--- src/rtl/ctrl_pkg.sv ---
// rtl/ctrl_pkg.sv - opcodes, ALU codes, FSM states and control vector for the control sequencer
package ctrl_pkg;

  localparam int DATA_W    = 8;
  localparam int OPC_W     = 5;
  localparam int REG_SEL_W = 3;
  localparam int ALU_OP_W  = 4;

  localparam logic [OPC_W-1:0] OP_NOP   = 5'd0;
  localparam logic [OPC_W-1:0] OP_LOADI = 5'd1;
  localparam logic [OPC_W-1:0] OP_LOADA = 5'd2;
  localparam logic [OPC_W-1:0] OP_STORE = 5'd3;
  localparam logic [OPC_W-1:0] OP_MOV   = 5'd4;
  localparam logic [OPC_W-1:0] OP_MOVW  = 5'd5;
  localparam logic [OPC_W-1:0] OP_ADD   = 5'd6;
  localparam logic [OPC_W-1:0] OP_SUB   = 5'd7;
  localparam logic [OPC_W-1:0] OP_AND   = 5'd8;
  localparam logic [OPC_W-1:0] OP_OR    = 5'd9;
  localparam logic [OPC_W-1:0] OP_XOR   = 5'd10;
  localparam logic [OPC_W-1:0] OP_NOT   = 5'd11;
  localparam logic [OPC_W-1:0] OP_INC   = 5'd12;
  localparam logic [OPC_W-1:0] OP_DEC   = 5'd13;
  localparam logic [OPC_W-1:0] OP_JMP   = 5'd14;
  localparam logic [OPC_W-1:0] OP_JZ    = 5'd15;
  localparam logic [OPC_W-1:0] OP_JC    = 5'd16;
  localparam logic [OPC_W-1:0] OP_IN    = 5'd17;
  localparam logic [OPC_W-1:0] OP_OUT   = 5'd18;
  localparam logic [OPC_W-1:0] OP_HLT   = 5'd19;
  // 20 and 21 are reserved: legal, executed as NOP without flagging
  localparam logic [OPC_W-1:0] OP_LAST_LEGAL = 5'b10101;

  localparam logic [ALU_OP_W-1:0] ALU_ADD = 4'd0;
  localparam logic [ALU_OP_W-1:0] ALU_SUB = 4'd1;
  localparam logic [ALU_OP_W-1:0] ALU_AND = 4'd2;
  localparam logic [ALU_OP_W-1:0] ALU_OR  = 4'd3;
  localparam logic [ALU_OP_W-1:0] ALU_XOR = 4'd4;
  localparam logic [ALU_OP_W-1:0] ALU_NOT = 4'd5;
  localparam logic [ALU_OP_W-1:0] ALU_INC = 4'd6;
  localparam logic [ALU_OP_W-1:0] ALU_DEC = 4'd7;

  typedef enum logic [2:0] {
    S_BOOT    = 3'd0,
    S_FETCH   = 3'd1,
    S_DECODE  = 3'd2,
    S_EXEC    = 3'd3,
    S_MEM2    = 3'd4,
    S_IO_WAIT = 3'd5,
    S_HALT    = 3'd6
  } state_t;

  typedef struct packed {
    logic                 rom_re;
    logic                 ir_load;
    logic                 wreg_we;
    logic                 wreg_re;
    logic                 reg_we;
    logic [REG_SEL_W-1:0] reg_sel;
    logic                 ram_re;
    logic                 ram_we;
    logic                 ram_addr_en;
    logic [ALU_OP_W-1:0]  alu_op;
    logic                 alu_en;
    logic                 pc_load;
    logic                 pc_en;
    logic                 rom_to_databus;
    logic                 rn_to_databus;
    logic                 in_to_databus;
    logic                 out_en;
    logic                 in_ready;
    logic                 halt;
    logic                 illegal_op;
  } ctrl_t;

  function automatic logic is_alu(input logic [OPC_W-1:0] opc);
    return (opc >= OP_ADD) && (opc <= OP_DEC);
  endfunction

  function automatic logic [ALU_OP_W-1:0] alu_code(input logic [OPC_W-1:0] opc);
    logic [ALU_OP_W-1:0] code;
    case (opc)
      OP_ADD:  code = ALU_ADD;
      OP_SUB:  code = ALU_SUB;
      OP_AND:  code = ALU_AND;
      OP_OR:   code = ALU_OR;
      OP_XOR:  code = ALU_XOR;
      OP_NOT:  code = ALU_NOT;
      OP_INC:  code = ALU_INC;
      OP_DEC:  code = ALU_DEC;
      default: code = '0;
    endcase
    return code;
  endfunction

endpackage

--- src/rtl/control_sequencer_if.sv ---
// rtl/control_sequencer_if.sv - ROM, flag, I/O handshake and datapath control bundle
interface control_sequencer_if;
  import ctrl_pkg::*;

  logic [OPC_W-1:0]     rom_opcode;
  logic [DATA_W-1:0]    rom_operand;
  logic                 zero_i, carry_i;
  logic                 in_valid, out_ready, resume;

  logic                 ROM_RE, IR_LOAD;
  logic                 WREG_WE, WREG_RE, REG_WE;
  logic [REG_SEL_W-1:0] REG_SEL;
  logic                 RAM_RE, RAM_WE, RAM_ADDR_EN;
  logic [ALU_OP_W-1:0]  ALU_OP;
  logic                 ALU_EN, PC_LOAD, PC_EN;
  logic                 ROM_TO_DATABUS, RN_TO_DATABUS, IN_TO_DATABUS, OUT_EN;
  logic                 in_ready, HALT, illegal_op;
  logic                 zero_q, carry_q;

  modport master (
    input  rom_opcode, rom_operand, zero_i, carry_i, in_valid, out_ready, resume,
    output ROM_RE, IR_LOAD, WREG_WE, WREG_RE, REG_WE, REG_SEL,
           RAM_RE, RAM_WE, RAM_ADDR_EN, ALU_OP, ALU_EN, PC_LOAD, PC_EN,
           ROM_TO_DATABUS, RN_TO_DATABUS, IN_TO_DATABUS, OUT_EN,
           in_ready, HALT, illegal_op, zero_q, carry_q
  );

  modport slave (
    output rom_opcode, rom_operand, zero_i, carry_i, in_valid, out_ready, resume,
    input  ROM_RE, IR_LOAD, WREG_WE, WREG_RE, REG_WE, REG_SEL,
           RAM_RE, RAM_WE, RAM_ADDR_EN, ALU_OP, ALU_EN, PC_LOAD, PC_EN,
           ROM_TO_DATABUS, RN_TO_DATABUS, IN_TO_DATABUS, OUT_EN,
           in_ready, HALT, illegal_op, zero_q, carry_q
  );
endinterface

--- src/rtl/ctrl_decode.sv ---
// rtl/ctrl_decode.sv - combinational state/IR/flags to control vector decode
module ctrl_decode
  import ctrl_pkg::*;
(
  input  state_t               state,
  input  logic [OPC_W-1:0]     opcode,
  input  logic [REG_SEL_W-1:0] reg_field,
  input  logic                 zero_q,
  input  logic                 carry_q,
  input  logic                 in_valid,
  input  logic                 out_ready,
  input  logic                 resume,
  output ctrl_t                ctrl
);

  // EXEC and IO_WAIT share this so a stalled transfer completes exactly as an unstalled one
  function automatic ctrl_t io_ctrl(input logic [OPC_W-1:0] opc, input logic iv, input logic ordy);
    ctrl_t c;
    c = '0;
    if (opc == OP_IN) begin
      if (iv) begin
        c.in_to_databus = 1'b1;
        c.wreg_we       = 1'b1;
        c.in_ready      = 1'b1;
        c.pc_en         = 1'b1;
      end
    end else if (opc == OP_OUT) begin
      c.wreg_re = 1'b1;
      if (ordy) begin
        c.out_en = 1'b1;
        c.pc_en  = 1'b1;
      end
    end
    return c;
  endfunction

  always_comb begin
    ctrl = '0;
    case (state)
      S_FETCH:   ctrl.rom_re  = 1'b1;
      S_DECODE:  ctrl.ir_load = 1'b1;
      S_MEM2: begin
        ctrl.ram_addr_en = 1'b1;
        ctrl.ram_re      = 1'b1;
        ctrl.wreg_we     = 1'b1;
        ctrl.pc_en       = 1'b1;
      end
      S_HALT: begin
        ctrl.halt  = 1'b1;
        ctrl.pc_en = resume;
      end
      S_IO_WAIT: ctrl = io_ctrl(opcode, in_valid, out_ready);
      S_EXEC: begin
        ctrl.pc_en = 1'b1;
        case (opcode)
          OP_NOP: ;
          OP_LOADI: begin
            ctrl.rom_to_databus = 1'b1;
            ctrl.wreg_we        = 1'b1;
          end
          OP_STORE: begin
            ctrl.ram_addr_en = 1'b1;
            ctrl.ram_we      = 1'b1;
            ctrl.wreg_re     = 1'b1;
          end
          OP_MOV: begin
            ctrl.wreg_we       = 1'b1;
            ctrl.rn_to_databus = 1'b1;
            ctrl.reg_sel       = reg_field;
          end
          OP_MOVW: begin
            ctrl.wreg_re = 1'b1;
            ctrl.reg_we  = 1'b1;
            ctrl.reg_sel = reg_field;
          end
          OP_LOADA: begin
            ctrl.ram_addr_en = 1'b1;
            ctrl.ram_re      = 1'b1;
            ctrl.pc_en       = 1'b0;
          end
          OP_ADD, OP_SUB, OP_AND, OP_OR, OP_XOR: begin
            ctrl.alu_op  = alu_code(opcode);
            ctrl.alu_en  = 1'b1;
            ctrl.wreg_we = 1'b1;
            ctrl.reg_sel = reg_field;
          end
          OP_NOT, OP_INC, OP_DEC: begin
            ctrl.alu_op  = alu_code(opcode);
            ctrl.alu_en  = 1'b1;
            ctrl.wreg_we = 1'b1;
          end
          OP_JMP, OP_JZ, OP_JC: begin
            if ((opcode == OP_JMP) || (opcode == OP_JZ && zero_q) || (opcode == OP_JC && carry_q)) begin
              ctrl.pc_load        = 1'b1;
              ctrl.rom_to_databus = 1'b1;
              ctrl.pc_en          = 1'b0;
            end
          end
          OP_HLT: begin
            ctrl.halt  = 1'b1;
            ctrl.pc_en = 1'b0;
          end
          OP_IN, OP_OUT: ctrl = io_ctrl(opcode, in_valid, out_ready);
          default: ctrl.illegal_op = (opcode > OP_LAST_LEGAL);
        endcase
      end
      default: ctrl = '0;
    endcase
  end

endmodule

--- src/rtl/control_sequencer.sv ---
// rtl/control_sequencer.sv - multi-cycle FETCH/DECODE/EXEC sequencer holding FSM, IR and flags
module control_sequencer
  import ctrl_pkg::*;
(
  input  logic                clk,
  input  logic                rst_n,
  control_sequencer_if.master bus
);

  state_t              state_q, state_d;
  logic [OPC_W-1:0]    ir_opc_q, ir_opc_d;
  logic [DATA_W-1:0]   ir_opr_q, ir_opr_d;
  logic                zero_q, zero_d;
  logic                carry_q, carry_d;
  ctrl_t               ctrl;

  always_comb begin
    state_d  = state_q;
    ir_opc_d = ir_opc_q;
    ir_opr_d = ir_opr_q;
    zero_d   = zero_q;
    carry_d  = carry_q;

    if (state_q == S_DECODE) begin
      ir_opc_d = bus.rom_opcode;
      ir_opr_d = bus.rom_operand;
    end
    if (state_q == S_EXEC && is_alu(ir_opc_q)) begin
      zero_d  = bus.zero_i;
      carry_d = bus.carry_i;
    end

    case (state_q)
      S_BOOT:   state_d = S_FETCH;
      S_FETCH:  state_d = S_DECODE;
      S_DECODE: state_d = S_EXEC;
      S_MEM2:   state_d = S_FETCH;
      S_HALT:   state_d = bus.resume ? S_FETCH : S_HALT;
      S_EXEC, S_IO_WAIT: begin
        case (ir_opc_q)
          OP_LOADA: state_d = S_MEM2;
          OP_HLT:   state_d = S_HALT;
          OP_IN:    state_d = bus.in_valid  ? S_FETCH : S_IO_WAIT;
          OP_OUT:   state_d = bus.out_ready ? S_FETCH : S_IO_WAIT;
          default:  state_d = S_FETCH;
        endcase
      end
      default:  state_d = S_BOOT;
    endcase
  end

  always_ff @(posedge clk or negedge rst_n) begin
    if (!rst_n) begin
      state_q  <= S_BOOT;
      ir_opc_q <= '0;
      ir_opr_q <= '0;
      zero_q   <= 1'b0;
      carry_q  <= 1'b0;
    end else begin
      state_q  <= state_d;
      ir_opc_q <= ir_opc_d;
      ir_opr_q <= ir_opr_d;
      zero_q   <= zero_d;
      carry_q  <= carry_d;
    end
  end

  ctrl_decode u_decode (
    .state     (state_q),
    .opcode    (ir_opc_q),
    .reg_field (ir_opr_q[REG_SEL_W-1:0]),
    .zero_q    (zero_q),
    .carry_q   (carry_q),
    .in_valid  (bus.in_valid),
    .out_ready (bus.out_ready),
    .resume    (bus.resume),
    .ctrl      (ctrl)
  );

  assign bus.ROM_RE         = ctrl.rom_re;
  assign bus.IR_LOAD        = ctrl.ir_load;
  assign bus.WREG_WE        = ctrl.wreg_we;
  assign bus.WREG_RE        = ctrl.wreg_re;
  assign bus.REG_WE         = ctrl.reg_we;
  assign bus.REG_SEL        = ctrl.reg_sel;
  assign bus.RAM_RE         = ctrl.ram_re;
  assign bus.RAM_WE         = ctrl.ram_we;
  assign bus.RAM_ADDR_EN    = ctrl.ram_addr_en;
  assign bus.ALU_OP         = ctrl.alu_op;
  assign bus.ALU_EN         = ctrl.alu_en;
  assign bus.PC_LOAD        = ctrl.pc_load;
  assign bus.PC_EN          = ctrl.pc_en;
  assign bus.ROM_TO_DATABUS = ctrl.rom_to_databus;
  assign bus.RN_TO_DATABUS  = ctrl.rn_to_databus;
  assign bus.IN_TO_DATABUS  = ctrl.in_to_databus;
  assign bus.OUT_EN         = ctrl.out_en;
  assign bus.in_ready       = ctrl.in_ready;
  assign bus.HALT           = ctrl.halt;
  assign bus.illegal_op     = ctrl.illegal_op;
  assign bus.zero_q         = zero_q;
  assign bus.carry_q        = carry_q;

endmodule

--- src/flat_wrapper.sv ---
// flat-port wrapper written by rule: the top's interface ports become plain ports
module control_sequencer_flat import ctrl_pkg::*;
  (clk, rst_n, bus_rom_opcode, bus_rom_operand, bus_zero_i, bus_carry_i, bus_in_valid, bus_out_ready, bus_resume, bus_ROM_RE, bus_IR_LOAD, bus_WREG_WE, bus_WREG_RE, bus_REG_WE, bus_REG_SEL, bus_RAM_RE, bus_RAM_WE, bus_RAM_ADDR_EN, bus_ALU_OP, bus_ALU_EN, bus_PC_LOAD, bus_PC_EN, bus_ROM_TO_DATABUS, bus_RN_TO_DATABUS, bus_IN_TO_DATABUS, bus_OUT_EN, bus_in_ready, bus_HALT, bus_illegal_op, bus_zero_q, bus_carry_q);
  control_sequencer_if bus_i ();
  input  logic clk;
  input  logic rst_n;
  input wire logic [$bits(bus_i.rom_opcode)-1:0] bus_rom_opcode;
  input wire logic [$bits(bus_i.rom_operand)-1:0] bus_rom_operand;
  input wire logic [$bits(bus_i.zero_i)-1:0] bus_zero_i;
  input wire logic [$bits(bus_i.carry_i)-1:0] bus_carry_i;
  input wire logic [$bits(bus_i.in_valid)-1:0] bus_in_valid;
  input wire logic [$bits(bus_i.out_ready)-1:0] bus_out_ready;
  input wire logic [$bits(bus_i.resume)-1:0] bus_resume;
  output wire logic [$bits(bus_i.ROM_RE)-1:0] bus_ROM_RE;
  output wire logic [$bits(bus_i.IR_LOAD)-1:0] bus_IR_LOAD;
  output wire logic [$bits(bus_i.WREG_WE)-1:0] bus_WREG_WE;
  output wire logic [$bits(bus_i.WREG_RE)-1:0] bus_WREG_RE;
  output wire logic [$bits(bus_i.REG_WE)-1:0] bus_REG_WE;
  output wire logic [$bits(bus_i.REG_SEL)-1:0] bus_REG_SEL;
  output wire logic [$bits(bus_i.RAM_RE)-1:0] bus_RAM_RE;
  output wire logic [$bits(bus_i.RAM_WE)-1:0] bus_RAM_WE;
  output wire logic [$bits(bus_i.RAM_ADDR_EN)-1:0] bus_RAM_ADDR_EN;
  output wire logic [$bits(bus_i.ALU_OP)-1:0] bus_ALU_OP;
  output wire logic [$bits(bus_i.ALU_EN)-1:0] bus_ALU_EN;
  output wire logic [$bits(bus_i.PC_LOAD)-1:0] bus_PC_LOAD;
  output wire logic [$bits(bus_i.PC_EN)-1:0] bus_PC_EN;
  output wire logic [$bits(bus_i.ROM_TO_DATABUS)-1:0] bus_ROM_TO_DATABUS;
  output wire logic [$bits(bus_i.RN_TO_DATABUS)-1:0] bus_RN_TO_DATABUS;
  output wire logic [$bits(bus_i.IN_TO_DATABUS)-1:0] bus_IN_TO_DATABUS;
  output wire logic [$bits(bus_i.OUT_EN)-1:0] bus_OUT_EN;
  output wire logic [$bits(bus_i.in_ready)-1:0] bus_in_ready;
  output wire logic [$bits(bus_i.HALT)-1:0] bus_HALT;
  output wire logic [$bits(bus_i.illegal_op)-1:0] bus_illegal_op;
  output wire logic [$bits(bus_i.zero_q)-1:0] bus_zero_q;
  output wire logic [$bits(bus_i.carry_q)-1:0] bus_carry_q;
  assign bus_i.rom_opcode = bus_rom_opcode;
  assign bus_i.rom_operand = bus_rom_operand;
  assign bus_i.zero_i = bus_zero_i;
  assign bus_i.carry_i = bus_carry_i;
  assign bus_i.in_valid = bus_in_valid;
  assign bus_i.out_ready = bus_out_ready;
  assign bus_i.resume = bus_resume;
  assign bus_ROM_RE = bus_i.ROM_RE;
  assign bus_IR_LOAD = bus_i.IR_LOAD;
  assign bus_WREG_WE = bus_i.WREG_WE;
  assign bus_WREG_RE = bus_i.WREG_RE;
  assign bus_REG_WE = bus_i.REG_WE;
  assign bus_REG_SEL = bus_i.REG_SEL;
  assign bus_RAM_RE = bus_i.RAM_RE;
  assign bus_RAM_WE = bus_i.RAM_WE;
  assign bus_RAM_ADDR_EN = bus_i.RAM_ADDR_EN;
  assign bus_ALU_OP = bus_i.ALU_OP;
  assign bus_ALU_EN = bus_i.ALU_EN;
  assign bus_PC_LOAD = bus_i.PC_LOAD;
  assign bus_PC_EN = bus_i.PC_EN;
  assign bus_ROM_TO_DATABUS = bus_i.ROM_TO_DATABUS;
  assign bus_RN_TO_DATABUS = bus_i.RN_TO_DATABUS;
  assign bus_IN_TO_DATABUS = bus_i.IN_TO_DATABUS;
  assign bus_OUT_EN = bus_i.OUT_EN;
  assign bus_in_ready = bus_i.in_ready;
  assign bus_HALT = bus_i.HALT;
  assign bus_illegal_op = bus_i.illegal_op;
  assign bus_zero_q = bus_i.zero_q;
  assign bus_carry_q = bus_i.carry_q;
  control_sequencer u_core (.clk(clk), .rst_n(rst_n), .bus(bus_i));
endmodule
--- config.mk ---
export PLATFORM = sky130hd
export DESIGN_NAME = control_sequencer_flat
export DESIGN_NICKNAME = d
export VERILOG_FILES = /design/src/rtl/ctrl_pkg.sv /design/src/rtl/control_sequencer_if.sv /design/src/rtl/ctrl_decode.sv /design/src/rtl/control_sequencer.sv /design/src/flat_wrapper.sv
export SDC_FILE = /design/constraint.sdc
export NUM_CORES = 1
export LEC_CHECK = 0
export CAP_MARGIN = 20
export CORE_UTILIZATION = 30
export CTS_CLUSTER_SIZE = 30
export DETAILED_ROUTE_END_ITERATION = 8
export GPL_TIMING_DRIVEN = 0
export MAX_ROUTING_LAYER = met4
export PLACE_DENSITY = 0.6
export SYNTH_ARGS = -nofsm -noshare
export SYNTH_HDL_FRONTEND = slang
export SYNTH_SLANG_ARGS = --single-unit
--- constraint.sdc ---
create_clock -name clk -period 3.7 [get_ports clk]
set_clock_uncertainty 0.1 [all_clocks]
set_input_delay 0.74 -clock clk [delete_from_list [all_inputs] [get_ports clk]]
set_output_delay 0.74 -clock clk [all_outputs]
set_load 0.01 [all_outputs]
Yosys cells after proc, flatten, opt, wreduce, memory -nomap -nowiden --
Memories as Yosys holds them, arrays and structs flattened. Index checks and enable logic that the tools add are counted.
Cells by class: reduce and logical (&&, ||, !) cells 20, equal/unequal tests 25, order comparisons 3, mux-type cells 43
Operators with widths (count):
- 5-bit by 4-bit equality test with 1-bit output, second input constant | 8
- 5-bit one-hot mux with 2 select lines | 3
- 5-bit by 3-bit equality test with 1-bit output, second input constant | 4
- 5-bit equality test, second input constant | 4
- 1-bit two-way mux | 20
- 20-bit OR reduction | 1
- 3-bit two-way mux | 6
- 3-bit one-hot mux with 5 select lines | 1
- 1-bit one-hot mux with 2 select lines | 6
- 3-bit one-hot mux with 4 select lines | 1
- 2-bit OR reduction | 6
- 5-bit by 2-bit equality test with 1-bit output, second input constant | 2
- 10-bit OR reduction | 1
- 3-bit equality test, second input constant | 3
- 4-bit two-way mux | 2
- 7-bit OR reduction | 1
- 3-bit by 2-bit equality test with 1-bit output, second input constant | 2
- 6-bit two-way mux | 1
- 1-bit one-hot mux with 3 select lines | 2
- 3-bit OR reduction | 2
- 5-bit by 1-bit equality test with 1-bit output, second input constant | 1
- 5-bit by 3-bit >= comparator with 1-bit output, second input constant | 1
- 5-bit > comparator, second input constant | 1
- 5-bit by 4-bit less-or-equal comparator with 1-bit output, second input constant | 1
- 7 further kinds | 11
Storage, ports and cells: input bits 20, logic and storage cells 98, bits in registers 13, output and inout port bits 27, bits in read-only memories 96, memories kept 2
Memories:
- (name not given) | words 16, width 3, read ports 1, clocked after memory_dff 0, write ports 0, RTL line ctrl_pkg.sv:80 | case (opc)
- (name not given) | words 16, width 3, read ports 1, clocked after memory_dff 0, write ports 0, RTL line ctrl_pkg.sv:80

Longest topological paths before layout --
depth in word-level cells 7, mapped depth 7, depth with buffers taken out 6

Modules after synthesis --
Synthesis repeated with hierarchy kept, for this count alone.
Second synthesis, totals: cells, all modules 139, area total of the unflattened synthesis 1212.4 µm²
By module, submodules not included:
- control_sequencer | area each 639.4 µm², cells each 51, sequential area each 325.3 µm², times used 1
- ctrl_decode | area each 573.0 µm², cells each 88, sequential area each 0.0 µm², times used 1

Worst setup path after synthesis --
OpenSTA, ideal clock, no wires.
path type flip-flop to output port, start point reg u_core.ir_opc_q[2], end point out bus_PC_EN, path buffers 1, cell stages (with the launch flop) 6, data required time 2.860 ns, arrival time 1.486 ns, path slack 1.374 ns, cell sequence dfrtp_1 -> buf_2 -> nor2_2 -> nand4_1 -> nor4b_2 -> nand4b_1
On the way: word-level cells in the longest chain between the ends 7, elaborated cells between the ends (all ways) 19, those cells by class eq/ne (7); mux (5); reduce/logical (7)
Ends and longest elaborated chain:
- start: declaration | RTL line control_sequencer.sv:11 | logic [OPC_W-1:0] ir_opc_q, ir_opc_d;
- start signal: assignment | RTL line control_sequencer.sv:61 | ir_opc_q <= ir_opc_d;
- 5-bit by 4-bit equality test with 1-bit output | RTL line ctrl_decode.sv:55, ctrl_decode.sv:93
- 1-bit logical AND | RTL line ctrl_decode.sv:93 | if ((opcode == OP_JMP) || (opcode == OP_JZ && zero_q) || (opcode == OP_JC && carry_q)) begin
- 1-bit logical OR (2 in a row) | RTL line ctrl_decode.sv:93
- 3-bit two-way mux | RTL line ctrl_decode.sv:93
- 1-bit one-hot mux with 3 select lines | RTL line ctrl_decode.sv:55 | case (opcode)
- 1-bit one-hot mux with 4 select lines (*) | RTL line ctrl_decode.sv:39 | case (state)
- end: declaration | RTL line flat_wrapper.sv:26 | output wire logic [$bits(bus_i.PC_EN)-1:0] bus_PC_EN;
Every way passes the cells marked *; elsewhere a longest branch is shown, timed or not.

Worst setup path after layout --
start point reg u_core.ir_opc_q[1], end point out bus_illegal_op
On the way: word-level cells in the longest chain between the ends 4, elaborated cells between the ends (all ways) 24, those cells by class order compare (1); eq/ne (19); mux (2); reduce/logical (2)
Ends and longest elaborated chain:
- 5-bit by 4-bit equality test with 1-bit output, or another cell as far along | RTL line ctrl_decode.sv:55
- 20-bit OR reduction (no source line)
- 1-bit two-way mux (*) | RTL line ctrl_decode.sv:55
- 1-bit two-way mux (*) | RTL line ctrl_decode.sv:39
- end: declaration | RTL line flat_wrapper.sv:33 | output wire logic [$bits(bus_i.illegal_op)-1:0] bus_illegal_op;
Marked as above.

==> flow_summary.ini <==
[synth]
postSynthAreaPerCell_um2 = 8.644
syn_area_um2 = 1132
synth_ff_type = dfrtp_1
netlist_instances = 131
syn-num-nets = 154
synth_warnings = 0
yosysSeqAreaShare_pct = 28.73
async_flop_share_pct = 100.0
synth_cell_types = 47
synth_edf_count = 0
ys_ff_latch = 13

[critical_path]
worstSetupStartpoint = u_core.ir_opc_q[1]
slowest_delay_ps = 560
cpMaxStageDelayCell = clkdlybuf4s50_1
worstPathMaxFanout = 10
cp-start-kind = register
cp_top_family = buffers and inverters
rr_endpoint = u_core.bus.carry_q
crit_end = bus_illegal_op
path_buf_inv = 3
cp.depth = 8
r2r_setup_slack_ps = 1540
r2r_cells = 7
required_ps = 2860
end_kind = primary output
cp_cell_sequence = buf_2 -> inv_1 -> ha_1 -> a21oi_1 -> nor3_1 -> nor2_1 -> nor3b_1 -> clkdlybuf4s50_1
r2r-start = u_core.ir_opc_q[1]
crit_arrival_ps = 2410
crit_type = register to primary output

[clock_tree]
post_cts_resized = 0
cts_root_buf = clkbuf_8
cts_made_buffers = 3
cts.sinks = 13
postCtsSetupBuffers = 0
cts_tree = done
worstSkewPairLatency_ps = 240
clk_pin_slew_ps = 50
clockBufferDepth = 2
htree_levels = 1
holdBufCountCts = 0

[pwr]
p_clk_share_pct = 9.8
p_seq_share_pct = 23.1
worst_ir_drop_vdd_v = 0.0003433
switching_share_pct = 44.62
cellLeakagePower_nw = 0.6442
internal_power_w = 0.0006785
p_switching_w = 0.0005467
finalPower_w = 0.001225
combPwrFrac_pct = 67.1
p_per_area_nw_per_um2 = 749.2

[sta]
rsz0062_at_grt = false
min_period_ps = 3250
final_hold_viol_count = 0
setup_viol = 0
period_share_pct = 87.84
worst_pin_slew_ps = 576.4
tns_ps = 0
final_max_slew_viol_count = 0
fmax_ghz = 0.3077
relSlewSlack_pct = 61.46

[layout]
final_cell_mix = 40 x clkdlybuf4s50_1, 13 x dfrtp_1
syn_to_final_growth_pct = 44.42
seqCellArea_um2 = 325.3
fin_area_um2 = 1635
final_core_util_pct = 47.15
layout-drive-gt1-share_pct = 17.14
num-nets-final = 199
multi_input_area_um2 = 732.0
nFillCells = 370
final_common_cell = clkdlybuf4s50_1
antenna_cells = 0

[global_routing]
antenna_found_initial = 0
track_usage_pct = 17.13
grt_max_degree = 14
grt_pass1_wl_um = 5257
gr-total-overflow = 0
grt_pass1_vias = 1127

[die]
die_y_um = 63.44
core_area_um2 = 3468
die_width_um = 63.44
rows = 21
dieArea_um2 = 4024
pin_count = 47
start_util_pct = 32.65

[route]
via_count = 1148
routed_wl_um = 3140
drc_errors = 0
wl_per_cell_um = 14.21
via_per_inst = 5.195
final_antenna_net_count = 0
firstDrtPassIters = 4
first_iter_violations = 53

[min_path]
hp-class = register to register
hold_depth = 1

[placed_design]
gp_routability_congestion = 0.8383
portBuffers = 40
dp_hpwl_um = 2517
placed_area_um2 = 1590

[run]
drv_cap = 0

[status]
outcome = completed
## flip-flops by register name, indices dropped and copies added, names as in the netlist
signal              count
u_core.bus.carry_q      1
u_core.bus.zero_q       1
u_core.ir_opc_q         5
u_core.ir_opr_q         3
u_core.state_q          3
## through the flow
stage                     hold slack (ps)  worst slack, ps  cells
final                               399.2            449.8    221
after global routing                427.9            228.0    221
after CTS                           403.7            449.8    221
after detailed placement            392.0            584.3    217
after global placement              382.8            578.8    217
after floorplan                     344.4             1374    131
## layout make-up
| class | count | area share, % |
|---|---|---|
| Sequential cell | 13 | 19.89 |
| Clock buffer | 4 | 2.754 |
| Buffer | 12 | 3.902 |
| Multi-Input combinational cell | 103 | 44.76 |
| Inverter | 3 | 0.6886 |
| Timing Repair Buffer | 40 | 24.48 |
| Tap cell | 46 | 3.520 |
## power by group through the flow
stage | clock network [W] | logic [W] | registers (W)
4_1_cts | 0.000125 | 0.000828 | 0.000284
2_1_floorplan | 0 | 0.000542 | 0.000269
3_5_place_dp | 0 | 0.000825 | 0.000286
5_1_grt | 0.000133 | 0.000905 | 0.000297
6_report | 0.000120 | 0.000822 | 0.000283
3_3_place_gp | 0 | 0.000808 | 0.000280
## layer usage
layer | global-route usage [%] | part of all wire, % | up-vias
met1 | 20.64 | 46 | 546
met4 | 7.670 | 1.8 | 0
met3 | 1.993 | 4.3 | 4
li1 | - | - | 565
met5 | - | 0 | -
met2 | 28.46 | 47 | 33
## worst min path at each step
stage | slack (ps) | to | startpoint
floorplan | 340 | u_core.bus.carry_q | rst_n
global placement | 380 | u_core.ir_opr_q[1] | u_core.ir_opr_q[1]
detailed placement | 390 | u_core.ir_opr_q[0] | u_core.ir_opr_q[0]
CTS | 400 | u_core.ir_opr_q[0] | u_core.ir_opr_q[0]
global route | 430 | u_core.ir_opr_q[0] | u_core.ir_opr_q[0]
finish | 400 | u_core.ir_opr_q[0] | u_core.ir_opr_q[0]
## Yosys cell counts (2+ instances only)
cell	number	share of area, %
xor2_1	2	1.5
or2_2	2	1.1
nand2_1	9	3.0
inv_1	3	0.99
nand4_1	2	1.1
nor2_1	6	2.0
buf_2	9	4.0
o31ai_1	2	1.3
ha_1	3	3.3
o21ai_0	9	4.0
and2_1	4	2.2
dfrtp_1	13	29
nand4b_1	2	1.5
nor3_1	7	3.1
mux2_2	9	9.0
nor2b_1	4	2.2
nand3b_1	3	2.0
nand2b_1	5	2.8
mux2i_1	2	1.8
a21oi_1	7	3.1
buf_4	2	1.3
## logic make-up (layout without fill, tap and decap cells)
| kind of cell | count (synthesis) | in the layout | synth area share (%) |
|---|---|---|---|
| mux | 11 | 11 | 10.72 |
| simple gates | 56 | 56 | 31.38 |
| compound gates | 30 | 30 | 17.35 |
| flops | 13 | 13 | 28.73 |
| xor+xnor | 2 | 2 | 1.547 |
| fa+ha+maj | 3 | 3 | 3.315 |
| buf+inv | 15 | 59 | 6.629 |
| other cells | 1 | 1 | 0.3312 |
(Power assumes the default switching activity.)
